--- src/rtl/trdb_packet_arbiter.sv ---
`default_nettype none
// ============================================================================
// Module      : trdb_packet_arbiter
// Description : Round-robin, packet-granular arbiter sharing one registered
//               packet word output among NREQ trace packet producers.
//               Optional packet counter enabled by TRDB_ARB_STATS_EN.
// Revision    : 1.0 - initial release
// ============================================================================
module trdb_packet_arbiter #(
    parameter int NREQ = 3,
    parameter int XLEN = 32,
    parameter int CNTW = 16
) (
    input  logic                 clk_i,
    input  logic                 rst_i,
    input  logic [NREQ*XLEN-1:0] req_word_i,
    input  logic [NREQ-1:0]      req_valid_i,
    input  logic [NREQ-1:0]      req_last_i,
    output logic [NREQ-1:0]      req_ready_o,
    input  logic [NREQ-1:0]      cfg_enable_i,
    input  logic                 cfg_flush_i,
    input  logic                 stall_i,
    output logic [XLEN-1:0]      packet_word_o,
    output logic                 packet_word_valid_o,
    output logic                 packet_last_o,
    output logic [NREQ-1:0]      grant_o,
    output logic                 busy_o,
    output logic [CNTW-1:0]      pkt_count_o
);

    localparam int              c_IDX_W = (NREQ > 1) ? $clog2(NREQ) : 1;
    localparam logic [c_IDX_W-1:0] c_LAST = c_IDX_W'(NREQ - 1);

    typedef enum logic [0:0] {
        ST_IDLE = 1'b0,
        ST_LOCK = 1'b1
    } state_t;

    state_t               r_state_q, w_state_d;
    logic [c_IDX_W-1:0]   r_owner_q, w_owner_d;
    logic [c_IDX_W-1:0]   r_rr_q, w_rr_d;
    logic [XLEN-1:0]      r_word_q, w_word_d;
    logic                 r_valid_q, w_valid_d;
    logic                 r_last_q, w_last_d;
    logic [NREQ-1:0]      r_grant_q, w_grant_d;

    logic [NREQ-1:0]      w_eligible;
    logic [NREQ-1:0]      w_ready;
    logic                 w_found;
    logic [c_IDX_W-1:0]   w_pick;
    logic [c_IDX_W-1:0]   w_scan;
    logic [XLEN-1:0]      w_own_word;
    logic                 w_own_valid;
    logic                 w_own_last;
    logic                 w_accept;

    assign w_eligible  = req_valid_i & cfg_enable_i;
    assign w_own_valid = req_valid_i[r_owner_q];
    assign w_own_last  = req_last_i[r_owner_q];

    // First eligible requester at or after the round-robin pointer.
    always_comb begin
        w_found = 1'b0;
        w_pick  = r_rr_q;
        w_scan  = r_rr_q;
        for (int i = 0; i < NREQ; i++) begin
            if (!w_found && w_eligible[w_scan]) begin
                w_found = 1'b1;
                w_pick  = w_scan;
            end
            w_scan = (w_scan == c_LAST) ? '0 : w_scan + 1'b1;
        end
    end

    always_comb begin
        w_own_word = '0;
        for (int r = 0; r < NREQ; r++) begin
            if (r_owner_q == c_IDX_W'(r)) begin
                w_own_word = req_word_i[r*XLEN +: XLEN];
            end
        end
    end

    always_comb begin
        w_state_d = r_state_q;
        w_owner_d = r_owner_q;
        w_rr_d    = r_rr_q;
        w_word_d  = r_word_q;
        w_last_d  = r_last_q;
        // Output word is consumed unless the sink stalls it.
        w_valid_d = r_valid_q & stall_i;
        w_ready   = '0;
        w_accept  = 1'b0;

        if (r_state_q == ST_IDLE) begin
            if (w_found) begin
                w_state_d = ST_LOCK;
                w_owner_d = w_pick;
            end
        end else begin
            w_accept           = w_own_valid & (~r_valid_q | ~stall_i);
            w_ready[r_owner_q] = w_accept;
            if (w_accept) begin
                w_word_d  = w_own_word;
                w_valid_d = 1'b1;
                w_last_d  = w_own_last;
                if (w_own_last) begin
                    w_state_d = ST_IDLE;
                    w_rr_d    = (r_owner_q == c_LAST) ? '0 : r_owner_q + 1'b1;
                end
            end
        end

        if (cfg_flush_i) begin
            w_state_d = ST_IDLE;
            w_rr_d    = '0;
            w_word_d  = '0;
            w_valid_d = 1'b0;
            w_last_d  = 1'b0;
            w_ready   = '0;
        end

        w_grant_d = '0;
        if (w_state_d == ST_LOCK) begin
            w_grant_d[w_owner_d] = 1'b1;
        end
    end

    always_ff @(posedge clk_i) begin
        if (rst_i) begin
            r_state_q <= ST_IDLE;
            r_owner_q <= '0;
            r_rr_q    <= '0;
            r_word_q  <= '0;
            r_valid_q <= 1'b0;
            r_last_q  <= 1'b0;
            r_grant_q <= '0;
        end else begin
            r_state_q <= w_state_d;
            r_owner_q <= w_owner_d;
            r_rr_q    <= w_rr_d;
            r_word_q  <= w_word_d;
            r_valid_q <= w_valid_d;
            r_last_q  <= w_last_d;
            r_grant_q <= w_grant_d;
        end
    end

`ifdef TRDB_ARB_STATS_EN
    logic [CNTW-1:0] r_cnt_q, w_cnt_d;

    always_comb begin
        w_cnt_d = r_cnt_q;
        if (cfg_flush_i) begin
            w_cnt_d = '0;
        end else if (r_valid_q && r_last_q && !stall_i && (r_cnt_q != '1)) begin
            w_cnt_d = r_cnt_q + 1'b1;
        end
    end

    always_ff @(posedge clk_i) begin
        if (rst_i) begin
            r_cnt_q <= '0;
        end else begin
            r_cnt_q <= w_cnt_d;
        end
    end

    assign pkt_count_o = r_cnt_q;
`else
    assign pkt_count_o = '0;
`endif

    assign req_ready_o         = w_ready;
    assign packet_word_o       = r_word_q;
    assign packet_word_valid_o = r_valid_q;
    assign packet_last_o       = r_last_q;
    assign grant_o             = r_grant_q;
    assign busy_o              = (r_state_q == ST_LOCK) | r_valid_q;

endmodule
`default_nettype wire

--- config.mk ---
export PLATFORM = sky130hd
export DESIGN_NAME = trdb_packet_arbiter
export DESIGN_NICKNAME = d
export VERILOG_FILES = /design/src/rtl/trdb_packet_arbiter.sv
export SDC_FILE = /design/constraint.sdc
export NUM_CORES = 1
export LEC_CHECK = 0
export CAP_MARGIN = 40
export CORE_MARGIN = 3
export CORE_UTILIZATION = 34
export DETAILED_ROUTE_END_ITERATION = 10
export PLACE_DENSITY = 0.78
export SLEW_MARGIN = 20
export SYNTH_ARGS = -nofsm -noshare
export SYNTH_HDL_FRONTEND = slang
export SYNTH_SLANG_ARGS = --single-unit
--- constraint.sdc ---
create_clock -name clk_i -period 1.7 [get_ports clk_i]
set_clock_uncertainty 0.05 [all_clocks]
set_input_delay 0.34 -clock clk_i [delete_from_list [all_inputs] [get_ports clk_i]]
set_output_delay 0.34 -clock clk_i [all_outputs]
set_load 0.1 [all_outputs]
### After elaboration in Yosys (flattened, before gate mapping)

Index checks and enable logic that the tools add are counted.

* $add $sub $neg: 3
* multiply operators: 0
* divide/modulo/power cells: 0
* magnitude comparators: 7
* eq/ne operators: 4
* shift-type cells: 0
* multiplexer cells: 36
* bitwise operators: 9
* reductions and logical operators: 11

Operator list (number)
* $mux 32: 3
* $mux 1: 17
* $lt 2x3->1 const B: 5
* $mux 2: 7
* $bmux 1 s2: 5
* $add 2x1->2 const B: 3
* $and 3x3->3: 2
* $eq 2x2->1 const B: 3
* $mux 3: 2
* $demux 1 s2: 2
* $ge 2x1->1 const B: 2
* $logic_and 1x1->1: 4
* $reduce_or 2->1: 2
* $not 1->1: 3
* $reduce_and 3->1: 1
* $and 1x1->1: 2
* $eq 2x1->1 const B: 1
* $logic_not 1->1: 2
* $logic_not 2->1: 1
* $or 1x1->1: 2
* $reduce_and 2->1: 1

* register bits after elaboration: 42
* bits in latches: 0
* bits in writable memories: 0
* memory bits (read-only): 0
* input bits: 109
* output and inout port bits: 57
* logic and storage cells: 77
* memories kept: 0

### Logic depth before layout (Yosys ltp)

Gate-level depths: netlist of the first run.

* word-level depth: 16
* depth in mapped cells: 6
* depth with buffers taken out: 4

### Least setup slack after synthesis of the first run

Ideal clock, no wire load.

* kind: flip-flop to output port
* start: register r_valid_q, in the netlist packet_word_valid_o
* end: output req_ready_o[0]
* arrival: 3.163 ns
* required time: 1.310 ns
* path slack: -1.853 ns
* stages on the path, launching flop included: 5
* path buffers: 1
* cells stage by stage: dfxtp_1 > a21oi_2 > clkbuf_1 > nand2_2 > nor4_2

* word-level cells in the longest chain between the ends: 6

Ends and longest elaborated chain
* from (decl): RTL line 43 `logic r_valid_q, w_valid_d;`
* from (signal assigned): RTL line 143 `r_valid_q <= w_valid_d;`
* $not 1->1: RTL line 101 `w_accept = w_own_valid & (~r_valid_q | ~stall_i);`
* $or 1x1->1: RTL line 101
* $and 1x1->1: RTL line 101
* $and 3x3->3 (no line)
* $mux 3: RTL line 95 `if (r_state_q == ST_IDLE) begin`
* $mux 3: RTL line 114 `if (cfg_flush_i) begin`
* to (decl): RTL line 19 `output logic [NREQ-1:0] req_ready_o,`

No other way between the ends.

### Final worst setup path of the first run

* start: register r_owner_q[1]
* end: output req_ready_o[2]

* word-level cells in the longest chain between the ends: 7
* elaborated cells between the ends (all ways): 11
* classes of those cells: 2 x order compare; 6 x mux; 2 x bitwise; 1 x reduce/logical

Ends and longest elaborated chain
* from (decl): RTL line 40 `logic [c_IDX_W-1:0] r_owner_q, w_owner_d;`
* from (signal assigned): RTL line 140 `r_owner_q <= w_owner_d;`
* $lt 2x3->1 (not written as such) or $ge 2x1->1 (tied branches): RTL line 102 `w_ready[r_owner_q] = w_accept;`
* $logic_and 1x1->1 (not written as such): RTL line 102
* $mux 1 (not written as such): RTL line 102
* $demux 1 s2: RTL line 102
* $and 3x3->3 (no line) *
* $mux 3 *: RTL line 95
* $mux 3 *: RTL line 114

Mark *: on every way between the ends. The rest lies on a longest branch, timed or not. The select of a mux whose other input is x is not followed.

==> results of run 1 <==
-- stage by stage --
step / setup slack [ps] / hold WS [ps] / area (sq um) / total power [mW] / utilization
6_report: -321 / 455 / 5000 / 2.95 / 0.672
5_1_grt: -379 / 468 / 5000 / 3.07 / 0.672
4_1_cts: -289 / 416 / 4960 / 2.94 / 0.666
3_5_place_dp: -490 / 451 / 4800 / 2.32 / 0.644
3_3_place_gp: -643 / 447 / 4770 / 2.29 / 0.641
2_1_floorplan: -839 / 353 / 2780 / 1.84 / -
-- per-layer routing --
metal / vias up / track usage
met1: 1370 / 0.243
met5: - / 0
met3: 12 / 0.0645
met2: 132 / 0.357
li1: 1412 / -
met4: 0 / 0.0577
-- cell usage in the layout, fill, tap and decap left out, drive strengths merged --
cell and n:
a2111oi 1, a21o 1, clkbuf 7, a211oi 34, and2 1, nor3 1
nor3b 2, nand3 2, dfxtp 42, a32oi 1, o31ai 3, a2111o 1
dlygate4sd2 4, o21ai 3, a21oi 72, nand4 2, nand2 7, nor4 2
a2bb2oi 2, o2bb2ai 2, buf 74, clkdlybuf4s50 104, o31a 1, a22oi 1
nor2b 2, nor2 37, or2 2, conb 16, o311ai 1, inv 2
o211ai 1, mux2i 34, nand3b 2
-- worst max-delay path, cell delays in order (launching register included) --
cell,delay (ps)
dfxtp_4,380
nor2b_4,170
buf_6,110
o2bb2ai_4,130
nand2_4,100
nor3b_4,240
buf_12,210
-- registers in the layout, summed over array words and instances, names as in the netlist --
signal	cells
packet_word_o	32
grant_o	3
r_owner_q	2
r_rr_q	2
packet_last_o	1
packet_word_valid_o	1
r_state_q	1
-- final cells by class --
class,count,share of cell area
Inverter,2,0.00150
Clock buffer,7,0.0153
Timing Repair Buffer,182,0.443
Tap cell,99,0.0248
Sequential cell,42,0.170
Multi-Input combinational cell,234,0.345
-- kinds of logic after synthesis --
family | synth area share
mux | 0.128
buf+inv | 0.104
simple gates | 0.107
compound gates | 0.346
flops | 0.313
other cells | 0.00140
-- power by group through the flow --
stage | registers, mW | clock network (mW) | logic, mW
6_report | 1.04 | 0.595 | 1.31
5_1_grt | 1.05 | 0.641 | 1.38
4_1_cts | 1.04 | 0.614 | 1.29
3_5_place_dp | 1.06 | 0 | 1.26
3_3_place_gp | 1.06 | 0 | 1.23
2_1_floorplan | 1.20 | 0 | 0.645
-- worst min path at each step --
stage	to	slack [ps]	depth (start not counted)	startpoint
2_1_floorplan	r_owner_q[1]	350	1	rst_i
3_3_place_gp	packet_word_valid_o	450	2	packet_word_valid_o
3_5_place_dp	packet_word_valid_o	450	2	packet_word_valid_o
4_1_cts	packet_word_valid_o	420	3	stall_i
5_1_grt	packet_word_valid_o	470	3	stall_i
6_report	packet_word_valid_o	460	3	stall_i
-- timing repair --
item                                    CTS  global route
gates cloned                              0             0
hold endpoints to repair                  0             0
pin swaps                                 7             2
resized for setup                        13             4
setup buffers                             5             2
endpoints found under the setup margin   43            37
==> qor.csv, run 1 <==
metric;value;unit
Initial Util;0.361;
DIE AREA;9000;sq um
clock root cell;clkbuf_8;
I/O Buffers;149;
# setup viols final;6;
Sequential Area;852;sq um
Ports;166;
CP Capture Point;req_ready_o[2];
CTS max path bufs;2;
H-tree depth;2;
Syn Inst Count;305;
post-synth top area cell;dfxtp_1;
Site Rows;31;
Routed WL;9400;um
Max Used Layer;met4;
Num Clock Sinks;42;
RePlAce Congestion;0.864;
Layout area overhead;86.3;%
Final period util;1.19;
#FFs+latches synth;42;
antenna violation net count after detailed routing;0;
highest clock rate;495;MHz
Worst Setup End Kind;output pin;
Net Sw Frac;0.371;
combinational group share of total power;0.444;
max-cap viol count;0;
most frequent cells after synthesis;a21oi_1 (71), dfxtp_1 (42), nor2_1 (36), mux2i_1 (33), a211oi_2 (25);
Post-Syn Area per Cell;8.80;sq um
CTS buffer count;5;
Max VDD drop;0.000261;V
Post-Place Cells;553;
Unique masters post-synth;42;
Fin Setup TNS;-938;ps
kind of critical path;flip-flop to output pin;
Via density;5.17;
wire length on met1;3760;um
outcome;complete, but fails checks;
CTS tree;yes;
Synth area leaders;dfxtp_1 (31%), a21oi_1 (13%), mux2i_1 (12%);
Core Area;7450;sq um
routed wl met2;4720;um
layout cells sized above 1;0.266;
Worst EP required;1310;ps
Post-synth EDFFs;0;
ys async rst share;0;
internal power;1.85;mW
first-pass detailed-route iteration total;4;
Worst setup SP type;flip-flop;
clock transition at the registers of the reported paths;70;ps
clk_lat worst skew;280;ps
synth warn;0;
fraction of power consumed by sequential logic;0.354;
DRC;0;
CP arrival;1630;ps
Finished Layout Cells;566;
die width;94.9;um
NetSw;1.09;mW
Top FF cell, synth;dfxtp_1;
critical path peak fanout;4;
worst hold path type;input port to flip-flop;
Critical Path Source;r_owner_q[1];
largest net degree at the start of global routing;37;
Seq/Total Area, Yosys;0.313;
hpwl dp;6940;um
DR WL/cell;16.6;um
Pleak;1.83;nW
Via Count;2926;
number of global-route vias before repair;3057;
die extent in y;94.9;um
post-route minimum period;2020;ps
clock share of power;0.202;
gr usage total;0.205;
CTS Hold Bufs;0;
detailed route wirelength on metal3;777;um
initial antenna violation count;0;
count leader, synth;a21oi_1;
ANT cells;0;
final setup margin;-321;ps
Final Max Tran Viols;0;
DRT iter0 DRCs;97;
final hold vios;0;
Yosys top cell area share;0.313;
first-pass GRT wire length;14600;um
violations in the final reports;negative setup slack;
flop2flop setup slack;-20;ps
Critical R2R Launch;r_owner_q[1];
Fillers;570;
RSZ-0062 raised after global routing;yes;
pwr dens;589;nW/um^2
Reg-to-Reg End;packet_word_o[12];
Mapped Area;2690;sq um
Post-layout nets;576;
multi-input logic area;1730;sq um
worst r2r path cells;6;
GRT overflow;0;
No activity file was read; power rests on OpenSTA's default activity.
==> run 2, diff against run 1 <==
--- a/config.mk
+++ b/config.mk
@@ -5,10 +5,11 @@
 export SDC_FILE = /design/constraint.sdc
 export NUM_CORES = 1
 export LEC_CHECK = 0
-export CAP_MARGIN = 40
+export CAP_MARGIN = 30
 export CORE_MARGIN = 3
 export CORE_UTILIZATION = 34
 export DETAILED_ROUTE_END_ITERATION = 10
+export HOLD_SLACK_MARGIN = 0.05
 export PLACE_DENSITY = 0.78
 export SLEW_MARGIN = 20
 export SYNTH_ARGS = -nofsm -noshare
==> results of run 2 <==
Same layout as run 1: the final DEF is identical, and so are final timing and power.
==> RTL edit, RTL diff (settings of run 2) <==
Add an input register stage for `cfg_enable_i`, with the module's reset; this delays it by one clock. The other inputs are not delayed to match.
--- a/src/rtl/trdb_packet_arbiter.sv
+++ b/src/rtl/trdb_packet_arbiter.sv
@@ -36,6 +36,16 @@
         ST_LOCK = 1'b1
     } state_t;
 
+    logic [NREQ-1:0] cfg_enable_q;
+
+    always_ff @(posedge clk_i) begin
+        if (rst_i) begin
+            cfg_enable_q <= '0;
+        end else begin
+            cfg_enable_q <= cfg_enable_i;
+        end
+    end
+
     state_t               r_state_q, w_state_d;
     logic [c_IDX_W-1:0]   r_owner_q, w_owner_d;
     logic [c_IDX_W-1:0]   r_rr_q, w_rr_d;
@@ -54,7 +64,7 @@
     logic                 w_own_last;
     logic                 w_accept;
 
-    assign w_eligible  = req_valid_i & cfg_enable_i;
+    assign w_eligible  = req_valid_i & cfg_enable_q;
     assign w_own_valid = req_valid_i[r_owner_q];
     assign w_own_last  = req_last_i[r_owner_q];
 
Behaviour: not the same (a bounded check fails within 4 cycles, from zero or initial values and one cycle with rst_i high).
==> RTL edit against run 2 <==
The flow still finishes with violations (negative setup slack). Routed wire length down 0.14%. Setup slack gained 0.029 ns. Register-to-register slack worse by 0.11 ns. Final area grew 3.8%. Sequential cell count up 3. Synthesized area shrank 4.3%. Highest routed layer unchanged. Total power rose by 4.6%. Die area shrank 4.1%. Critical path type unchanged. First-iteration DRC count fell by 22%. Critical endpoint is now req_ready_o[1].
==> RTL edit: results (changes against run 2) <==
GP Congestion: 0.838 (was 0.864)
worst setup margin: -0.293 ns (was -0.321 ns)
Worst Hold End: packet_word_o[1]$_SDFFE_PP0P_ (was packet_word_valid_o$_SDFF_PP0_)
final setup fails: 37 (was 6)
Reg2Reg Setup Slack: -0.13 ns (was -0.02 ns)
dpl ws: -0.546 ns (was -0.490 ns)
gr usage total: 0.199 (was 0.205)
WHS: 0.508 ns (was 0.455 ns)
Tightest Hold Check Type: reg2reg (was in2reg)
crit-path max FO: 3 (was 4)
Clock Pin Slew Worst Setup and Hold Paths: 0.09 ns (was 0.07 ns)
failing checks: negative setup slack (unchanged)
R2R cell count: 9 (was 6)
Synth top cells by count: a21oi_1, dfxtp_1, nor2_1, a211oi_1, mux2i_1 (was a21oi_1, dfxtp_1, nor2_1, mux2i_1, a211oi_2)
Layout fillers: 546 (was 570)
number of global-route vias before repair: 2913 (was 3057)
Worst VDD drop: 0.299 mV (was 0.261 mV)
DP HPWL: 7000 µm (was 6940 µm)
worst reg2reg endpoint: r_rr_q[0]$_SDFFE_PP0P_ (was packet_word_o[12]$_SDFFE_PP0P_)
post-synthesis sequential area ratio: 0.351 (was 0.313)
internal power: 2.04 mW (was 1.85 mW)
Leak: 1.87 nW (was 1.83 nW)
first-pass GRT wire length: 14000 µm (was 14600 µm)
synth top area cells: dfxtp_1, a21oi_1, mux2i_1, a211oi_1, buf_4 (was dfxtp_1, a21oi_1, mux2i_1, a211oi_2, buf_4)
Setup TNS: -2.85 ns (was -0.938 ns)
Via density: 5.20 (was 5.17)
WHS Path Cells: 2 (was 3)
maximum number of pins on one net before global-route repair: 36 (was 37)
final net count: 583 (was 576)
outcome: finished with violations (unchanged)
[RTL edit: through the flow]
step                std cells  utilization  power [mW]  instance area, µm²
global placement          559        0.651        2.20                4740
CTS                       567        0.668        3.01                4870
finish                    574        0.712        3.08                5190
floorplan                 328            -        1.79                2720
global route              574        0.712        3.22                5190
detailed placement        559        0.651        2.22                4740
[RTL edit: final cells by class]
type | instances | area share
flip-flops and latches | 45 | 0.176
well taps | 99 | 0.0238
multi-input cells | 237 | 0.339
clock buffers | 6 | 0.0140
clock inverters | 2 | 0.00675
repair buffers | 182 | 0.439
inverters | 3 | 0.00217
[RTL edit: what timing repair did]
item | in CTS | in global routing
pin swaps | 3 | 8
cloned | 0 | 3
setup endpoints to repair | 42 | 43
buffers inserted | 0 | 5
gates resized for setup | 8 | 43
[RTL edit: worst max path at each step]
stage / slack, ns / depth (start not counted) / from / end
5_1_grt: -0.36 / 6 / r_owner_q[0]$_SDFF_PP0_ / req_ready_o[1]
3_3_place_gp: -0.47 / 6 / req_valid_i[1] / req_ready_o[0]
4_1_cts: -0.34 / 6 / r_owner_q[0]$_SDFF_PP0_ / req_ready_o[1]
3_5_place_dp: -0.55 / 6 / req_valid_i[1] / r_rr_q[0]$_SDFFE_PP0P_
2_1_floorplan: -0.80 / 7 / r_owner_q[0]$_SDFF_PP0_ / req_ready_o[0]
6_report: -0.29 / 6 / r_owner_q[0]$_SDFF_PP0_ / req_ready_o[1]
[RTL edit: cell families (layout without fill, tap and decap cells)]
| logic type | count (synthesis) | after routing | synth area share |
|---|---|---|---|
| compound gates | 124 | 124 | 0.300 |
| flops | 45 | 45 | 0.351 |
| simple gates | 63 | 63 | 0.112 |
| mux | 34 | 34 | 0.132 |
| buf+inv | 46 | 193 | 0.104 |
| other cells | 1 | 16 | 0.00146 |
[RTL edit: per-layer routing]
| layer | GRT usage | share of wire |
|---|---|---|
| met3 | 0.0504 | 0.060 |
| met5 | 0 | 0 |
| met1 | 0.222 | 0.38 |
| met2 | 0.378 | 0.55 |
| met4 | 0.0379 | 0.0088 |
[RTL edit: power by group through the flow]
stage          combinational (mW)  sequential [mW]  clock (mW)
4_1_cts                      1.10             1.10       0.807
3_5_place_dp                 1.10             1.13           0
3_3_place_gp                 1.08             1.13           0
2_1_floorplan               0.568             1.22           0
5_1_grt                      1.26             1.11       0.851
6_report                     1.19             1.10       0.789
[RTL edit: worst register-to-register path, cell delays in order (launching register included)]
cell and delay [ns]:
dfxtp_4 0.39, buf_12 0.11, nor2b_4 0.04, buf_4 0.14, buf_12 0.12, buf_4 0.13, a2bb2oi_4 0.22, nor2_4 0.12
buf_4 0.15, a221oi_1 0.26
